`src/rtl/cell_bist_pkg.sv`:
```
// Shared types and step functions for the cell-library BIST controller.
// Functions work on 32-bit containers; callers truncate to their own width.
package cell_bist_pkg;

  typedef enum logic [1:0] {
    ST_IDLE  = 2'd0,
    ST_RUN   = 2'd1,
    ST_FLUSH = 2'd2,
    ST_DONE  = 2'd3
  } bist_state_e;

  function automatic logic [31:0] lfsr_step(input logic [31:0] s, input logic [31:0] taps);
    return (s >> 1) ^ (s[0] ? taps : 32'h0);
  endfunction

  // Bit w of the result is junk shifted out of the register; the caller drops it.
  function automatic logic [31:0] misr_step(input logic [31:0] s, input logic [31:0] taps,
                                            input logic [31:0] d, input int w);
    return (s << 1) ^ (s[w-1] ? taps : 32'h0) ^ d;
  endfunction

endpackage

```
`src/rtl/cell_bist_misr.sv`:
```
// Multiple-input signature register compacting DUT responses.
// Clear wins over enable so a restart always begins from a zero signature.
module cell_bist_misr
  import cell_bist_pkg::*;
#(
  parameter int            M         = 8,
  parameter logic [M-1:0]  MISR_TAPS = M'(8'hB8)
) (
  input  logic         C,
  input  logic         RN,
  input  logic         en_i,
  input  logic         clr_i,
  input  logic [M-1:0] resp_i,
  output logic [M-1:0] sig_o
);

  logic [M-1:0] sig_q, sig_d;

  always_comb begin
    sig_d = sig_q;
    if (clr_i)
      sig_d = '0;
    else if (en_i)
      sig_d = M'(misr_step(32'(sig_q), 32'(MISR_TAPS), 32'(resp_i), M));
  end

  always_ff @(posedge C) begin
    if (!RN) sig_q <= '0;
    else     sig_q <= sig_d;
  end

  assign sig_o = sig_q;

endmodule

```
`src/rtl/cell_bist_ctrl.sv`:
```
// BIST controller: LFSR stimulus, pattern counter, latency-matched valid pipe
// and MISR signature check against a golden value.
//
//   state    | meaning
//   ST_IDLE  | after reset, waiting for START
//   ST_RUN   | issuing one counted pattern per cycle
//   ST_FLUSH | waiting LAT cycles for in-flight responses
//   ST_DONE  | results stable, PASS valid, START re-arms
module cell_bist_ctrl
  import cell_bist_pkg::*;
#(
  parameter int           N         = 8,
  parameter int           M         = 8,
  parameter int           PATTERNS  = 255,
  parameter int           LAT       = 1,
  parameter logic [N-1:0] SEED      = N'(1),
  parameter logic [N-1:0] LFSR_TAPS = N'(8'hB8),
  parameter logic [M-1:0] MISR_TAPS = M'(8'hB8),
  parameter logic [M-1:0] GOLDEN    = '0
) (
  input  logic         C,
  input  logic         RN,
  input  logic         START,
  input  logic [M-1:0] RESP,
  output logic [N-1:0] STIM,
  output logic         STIM_VALID,
  output logic         BUSY,
  output logic         DONE,
  output logic         PASS,
  output logic [M-1:0] SIG
);

  localparam logic [N-1:0] SEED_EFF = (SEED == '0) ? N'(1) : SEED;
  localparam int           CW       = $clog2(PATTERNS + 1);

  bist_state_e    state_q, state_d;
  logic [N-1:0]   lfsr_q, lfsr_d;
  logic [CW-1:0]  cnt_q, cnt_d;
  logic [3:0]     fcnt_q, fcnt_d;
  logic           start_ok, last_pat, cap_en;

  assign start_ok = START && ((state_q == ST_IDLE) || (state_q == ST_DONE));
  assign last_pat = (state_q == ST_RUN) && (cnt_q == CW'(PATTERNS - 1));

  always_ff @(posedge C) begin
    if (!RN) state_q <= ST_IDLE;
    else     state_q <= state_d;
  end

  always_comb begin
    state_d = state_q;
    case (state_q)
      ST_IDLE, ST_DONE: if (START) state_d = ST_RUN;
      ST_RUN:           if (last_pat) state_d = (LAT > 0) ? ST_FLUSH : ST_DONE;
      ST_FLUSH:         if (fcnt_q == 4'd0) state_d = ST_DONE;
      default:          state_d = ST_IDLE;
    endcase
  end

  always_comb begin
    STIM_VALID = 1'b0;
    BUSY       = 1'b0;
    DONE       = 1'b0;
    PASS       = 1'b0;
    case (state_q)
      ST_RUN:   begin STIM_VALID = 1'b1; BUSY = 1'b1; end
      ST_FLUSH: BUSY = 1'b1;
      ST_DONE:  begin DONE = 1'b1; PASS = (SIG == GOLDEN); end
      default:  ;
    endcase
  end

  // The last RUN cycle still steps, so STIM shows last+1 from FLUSH onward.
  always_comb begin
    lfsr_d = lfsr_q;
    cnt_d  = cnt_q;
    fcnt_d = fcnt_q;
    if (start_ok) begin
      lfsr_d = SEED_EFF;
      cnt_d  = '0;
    end else if (state_q == ST_RUN) begin
      lfsr_d = N'(lfsr_step(32'(lfsr_q), 32'(LFSR_TAPS)));
      cnt_d  = cnt_q + 1'b1;
      fcnt_d = 4'(LAT - 1);
    end else if (state_q == ST_FLUSH) begin
      fcnt_d = fcnt_q - 4'd1;
    end
  end

  always_ff @(posedge C) begin
    if (!RN) begin
      lfsr_q <= SEED_EFF;
      cnt_q  <= '0;
      fcnt_q <= '0;
    end else begin
      lfsr_q <= lfsr_d;
      cnt_q  <= cnt_d;
      fcnt_q <= fcnt_d;
    end
  end

  assign STIM = lfsr_q;

  generate
    if (LAT == 0) begin : g_nopipe
      assign cap_en = STIM_VALID;
    end else begin : g_vpipe
      logic [LAT-1:0] vpipe_q;
      always_ff @(posedge C) begin
        if (!RN) vpipe_q <= '0;
        else     vpipe_q <= LAT'({vpipe_q, STIM_VALID});
      end
      assign cap_en = vpipe_q[LAT-1];
    end
  endgenerate

  cell_bist_misr #(
    .M         (M),
    .MISR_TAPS (MISR_TAPS)
  ) u_misr (
    .C      (C),
    .RN     (RN),
    .en_i   (cap_en),
    .clr_i  (start_ok),
    .resp_i (RESP),
    .sig_o  (SIG)
  );

endmodule
```
`config.mk`:
```
export PLATFORM = sky130hd
export DESIGN_NAME = cell_bist_ctrl
export DESIGN_NICKNAME = d
export VERILOG_FILES = /design/src/rtl/cell_bist_pkg.sv /design/src/rtl/cell_bist_misr.sv /design/src/rtl/cell_bist_ctrl.sv
export SDC_FILE = /design/constraint.sdc
export NUM_CORES = 1
export LEC_CHECK = 0
export CAP_MARGIN = 20
export CORE_AREA = 2 2 58 60
export DETAILED_ROUTE_END_ITERATION = 8
export DIE_AREA = 0 0 60 62
export PLACE_DENSITY = 0.75
export SLEW_MARGIN = 30
export SYNTH_ARGS = -nofsm -noshare
export SYNTH_HDL_FRONTEND = slang
export SYNTH_SLANG_ARGS = --single-unit
```
`constraint.sdc`:
```
create_clock -name C -period 2.5 [get_ports C]
set_input_delay 0.75 -clock C [delete_from_list [all_inputs] [get_ports C]]
set_output_delay 0.75 -clock C [all_outputs]
set_load 0.01 [all_outputs]
```
Word level (Yosys, flattened, before mapping)

Index checks and enable logic that the tools add are counted.

Bits in registers: 31
Word-level logic and storage cells: 44
Input bits: 11

Multiplexer cells: 12
Eq/ne operators: 7
Reduce and logical (&&, ||, !) cells: 12
Bitwise operators: 5
$add $sub $neg: 2

Operator list:

| cell                                                | count |
|---|---|
| 2-to-1 mux 8 bit                                    | 2 |
| XOR 8 bit                                           | 2 |
| adder 8 x 1 -> 8 bit, second input constant         | 1 |
| equality test 8 bit, second input constant          | 1 |
| zero test 8 bit                                     | 1 |
| 2-to-1 mux 4 bit                                    | 2 |
| XOR 7 x 8 -> 8 bit                                  | 1 |
| 2-to-1 mux 2 bit                                    | 3 |
| != test 2 bit, second input constant                | 3 |
| one-hot mux 2 bit (3 select lines)                  | 1 |
| OR reduction 2 bit                                  | 3 |
| equality test 2 bit, second input constant          | 2 |
| zero test 4 bit                                     | 1 |
| 2-to-1 mux 1 bit                                    | 4 |
| subtractor 4 x 1 -> 4 bit, second input constant    | 1 |
| AND reduction 3 bit                                 | 1 |
| equality test 2 x 1 -> 1 bit, second input constant | 1 |
| logical AND 1 bit                                   | 2 |
| zero test 2 bit                                     | 1 |
| inverter 1 bit                                      | 2 |
| AND reduction 2 bit                                 | 1 |
| nonzero test 2 bit                                  | 1 |
| logical OR 1 bit                                    | 1 |

Depth between registers and ports, before layout

Gate-level depths: netlist (run 1).

Depth in word-level cells: 5
Mapped depth: 7
Mapped depth without buffers: 6

Modules after synthesis

From an unflattened synthesis (run 1), not the netlist that was laid out.

Cells, all modules: 163
Area total of the unflattened synthesis: 1506.4 µm²

By module, submodules not included:

| module         | instances | cells an instance | sequential area each (µm²) | area each (µm²) |
|---|---|---|---|---|
| cell_bist_ctrl | 1         | 123               | 460.4                      | 1108.6 |
| cell_bist_misr | 1         | 40                | 160.2                      | 397.9 |

Worst setup path after synthesis (run 1)

Ideal clock, no wire load.

Kind: reg2out
Start: reg u_misr.sig_q[1] (netlist: u_misr.sig_o[1])
End: out PASS
Buffers on the path: 0
Arrival time: 1.220 ns
Stages on the path, launching flop included: 3
Setup slack: 0.530 ns
Data required time: 1.750 ns
Path through: dfxtp_1 or4_1 nor4_1

Longest elaborated chain between the ends: 2

Ends and longest elaborated chain:

| element                | line                 | RTL |
|---|---|---|
| start, declared        | cell_bist_misr.sv:17 | `logic [M-1:0] sig_q, sig_d;` |
| start signal, assigned | cell_bist_misr.sv:29 | `else sig_q <= sig_d;` |
| zero test 8 bit        | cell_bist_ctrl.sv:68 | `ST_DONE: begin DONE = 1'b1; PASS = (SIG == GOLDEN); end` |
| 2-to-1 mux 1 bit       | cell_bist_ctrl.sv:65 | `case (state_q)` |
| end, declared          | cell_bist_ctrl.sv:29 | `output logic PASS,` |

Every way passes these cells.

Worst setup path after layout (run 1)

Ends and elaborated chain as after synthesis.

==> results.cfg, run 1 <==
[detailed_routing]
ant_nets = 0
vias = 1182
drt_iter0_markers = 36
wl_mm = 2.97
via_per_inst = 4.88
firstDrtPassIters = 4
drc = 0
wire_per_inst_um = 12.3

[yosys]
synth_cells = 162
synth_commonest_cells = dfxtp_1, nor2_1, xnor2_1
synth_most_common_cell = dfxtp_1
ys_warn_count = 0
synth_cell_type_count = 31
synth.yosys.seq_area_share_pct = 42.1
async_flop_share_pct = 0
synth-seq-cells = 31
synth_top_area_share_pct = 42.1
synthFlopType = dfxtp_1
syn_avg_cell_area_um2 = 9.09
synth_edf_count = 0
netlist_area_um2 = 1470
synth.area.top_cells = dfxtp_1, xnor2_1, ha_1
yosysTopAreaCell = dfxtp_1
syn_nets = 182

[sta]
finalCriticalPeriod_ns = 2.39
fin_crit_sh_pct = 95.6
tightest_slew_ns = 0.485
drv_slew = 0
slew_headroom_pct = 67.6
finalSetupTns_ns = 0
fin_skew_ns = 0.00624
setup_viol = 0
rsz0062_at_grt = no
max_freq_ghz = 0.418
finalHoldViolations = 0

[clocking]
clock_sinks = 31
cts-htree-levels = 2
cts_hold_buf = 0
clock_latency_ns = 0.33
cts-root-buf = clkbuf_4
clk_path_buf_depth = 2
clk_pin_slew_ns = 0.09
cts_tree = done
post_cts_buffers = 0
cts_made_buffers = 5

[pwr]
switching_share_pct = 38.3
power.share.clock_pct = 14.4
powerDensity_nw_per_um2 = 1000
internal-power_mw = 1.16
switchingPower_mw = 0.723
power_frac_comb_pct = 47.3
ir_worst_vdd_v = 0.000383
p_leak_nw = 0.726
p_seq_share_pct = 38.3
p_total_mw = 1.89

[layout]
drive_gt1_share_pct = 7.14
fillers = 295
nNetsFinal = 215
area_delta_synth_final_pct = 27.5
diodes = 0

[grt]
grt_pass1_vias = 1141
grt_usage_pct = 18.1
grt_max_degree = 25
grt.overflow.total = 0
grt_pass1_wl_mm = 4.84
antenna_found_initial = 0

[floorplanning]
num_rows = 21
die_area_um2 = 3720
die_w_um = 60
core_area_um2 = 3180
pin_count = 31
start_util_pct = 46.3
fp.dieH_um = 62

[worst_setup_path]
crit_required_ns = 1.75
crit_fanout = 4
arrival_ns = 1.64
end_kind = primary output
critical_path_class = reg2out
critPathLaunchType = flop

[placement]
gp_congestion = 0.867
portBuffers = 30
place.detailed.hpwl_mm = 2.20

[hold_path]
hp-class = reg2reg

[flow_run]
maxCapViolations = 0

[status]
status = complete, no violations
cells by family (layout without fill, tap and decap cells):
kind of cell	count (synthesis)	after routing	share of synthesized area (%)
adder cells (fa/ha/maj)	9	9	7.65
XOR/XNOR	18	18	10.7
buffers and inverters	19	53	5.44
multiplexers	11	11	7.48
AO/OA/AOI/OAI	22	22	9.60
AND/OR/NAND/NOR	52	52	17.0
flip-flops	31	31	42.1
routing by layer:
layer  vias to the layer above  GRT usage, %  part of all wire [%]
met1                       540          21.4                    47
met2                        20          28.9                    46
met4                         0          11.4                   3.4
li1                        610             -                     -
met3                        12          5.38                   3.8
met5                         -             0                     0
cell type report:
type | count | area [um^2] | share of cell area, %
tap | 46 | 57.6 | 3.06
clock buffer | 7 | 45.0 | 2.40
timing repair buffer | 35 | 339 | 18.1
sequential | 31 | 622 | 33.1
clock inverter | 1 | 5.00 | 0.266
multi-input combinational | 112 | 772 | 41.1
inverter | 10 | 37.5 | 2.00
metrics by stage:
stage	hold WS (ns)	instances	instance area (um^2)	util, %	worst slack, ns
CTS	0.503	242	1880	59.0	0.0420
detailed placement	0.499	234	1830	57.4	0.159
global route	0.527	242	1880	59.1	0.0452
finish	0.500	242	1880	59.1	0.109
floorplan	0.458	162	1470	-	0.530
global placement	0.468	234	1830	57.4	0.156
flip-flops by register name, summed over array words and instances, names as in the netlist:
register	flops
state_q	2
STIM	8
fcnt_q	4
u_misr.sig_o	8
cnt_q	8
cap_en	1
placed cells by master (no fill, tap or decap), types with 3 or more instances in the layout:
master,Yosys,routed
nand2_1,9,9
nand4_1,3,3
o21ai_1,3,3
a21oi_1,5,5
clkbuf_4,0,5
inv_1,9,9
xor2_1,4,4
xnor2_1,14,14
dfxtp_1,31,30
mux2i_1,11,11
a211oi_1,8,8
nor2_1,22,22
ha_1,9,9
and2_1,3,3
clkdlybuf4s50_1,0,28
buf_4,0,5
nor3_1,3,3
critical path, stage by stage, from the launching register on:
cell and delay [ns]:
dfxtp_1 0.35, or4_1 0.52, nor4_1 0.16, dlygate4sd2_1 0.30
repair_timing:
item / in CTS / in global routing
setup endpoints to repair: 2 / 1
pin swaps: 0 / 0
gates resized for setup: 2 / 1
power by group through the flow:
| stage | combinational [mW] | sequential [mW] | clock, mW |
|---|---|---|---|
| 3_5_place_dp | 0.907 | 0.733 | 0 |
| 4_1_cts | 0.908 | 0.725 | 0.282 |
| 3_3_place_gp | 0.875 | 0.723 | 0 |
| 2_1_floorplan | 0.620 | 0.712 | 0 |
| 6_report | 0.892 | 0.723 | 0.271 |
| 5_1_grt | 0.996 | 0.746 | 0.305 |
worst paths after layout:
kind | startpoint | to | slack [ns] | cells after the start
worst min register to register | state_q[0]$_SDFFE_PN0P_ | state_q[0]$_SDFFE_PN0P_ | 0.50 | 2
worst max-delay path | u_misr.sig_o[1]$_SDFFE_PP0P_ | PASS | 0.11 | 3
worst max register to register | state_q[1]$_SDFFE_PN0P_ | cnt_q[5]$_SDFFE_PP0P_ | 0.82 | 6
worst min-delay path | state_q[0]$_SDFFE_PN0P_ | state_q[0]$_SDFFE_PN0P_ | 0.50 | 2
Note: power is estimated with default switching activity, not from simulation.
==> run 2: changes to the inputs <==
--- a/config.mk
+++ b/config.mk
@@ -9,6 +9,7 @@
 export CORE_AREA = 2 2 58 60
 export DETAILED_ROUTE_END_ITERATION = 8
 export DIE_AREA = 0 0 60 62
+export GPL_ROUTABILITY_DRIVEN = 0
 export PLACE_DENSITY = 0.75
 export SLEW_MARGIN = 30
 export SYNTH_ARGS = -nofsm -noshare
==> results of run 2 <==
The final DEF is identical to that of run 1; final timing and power are the same.
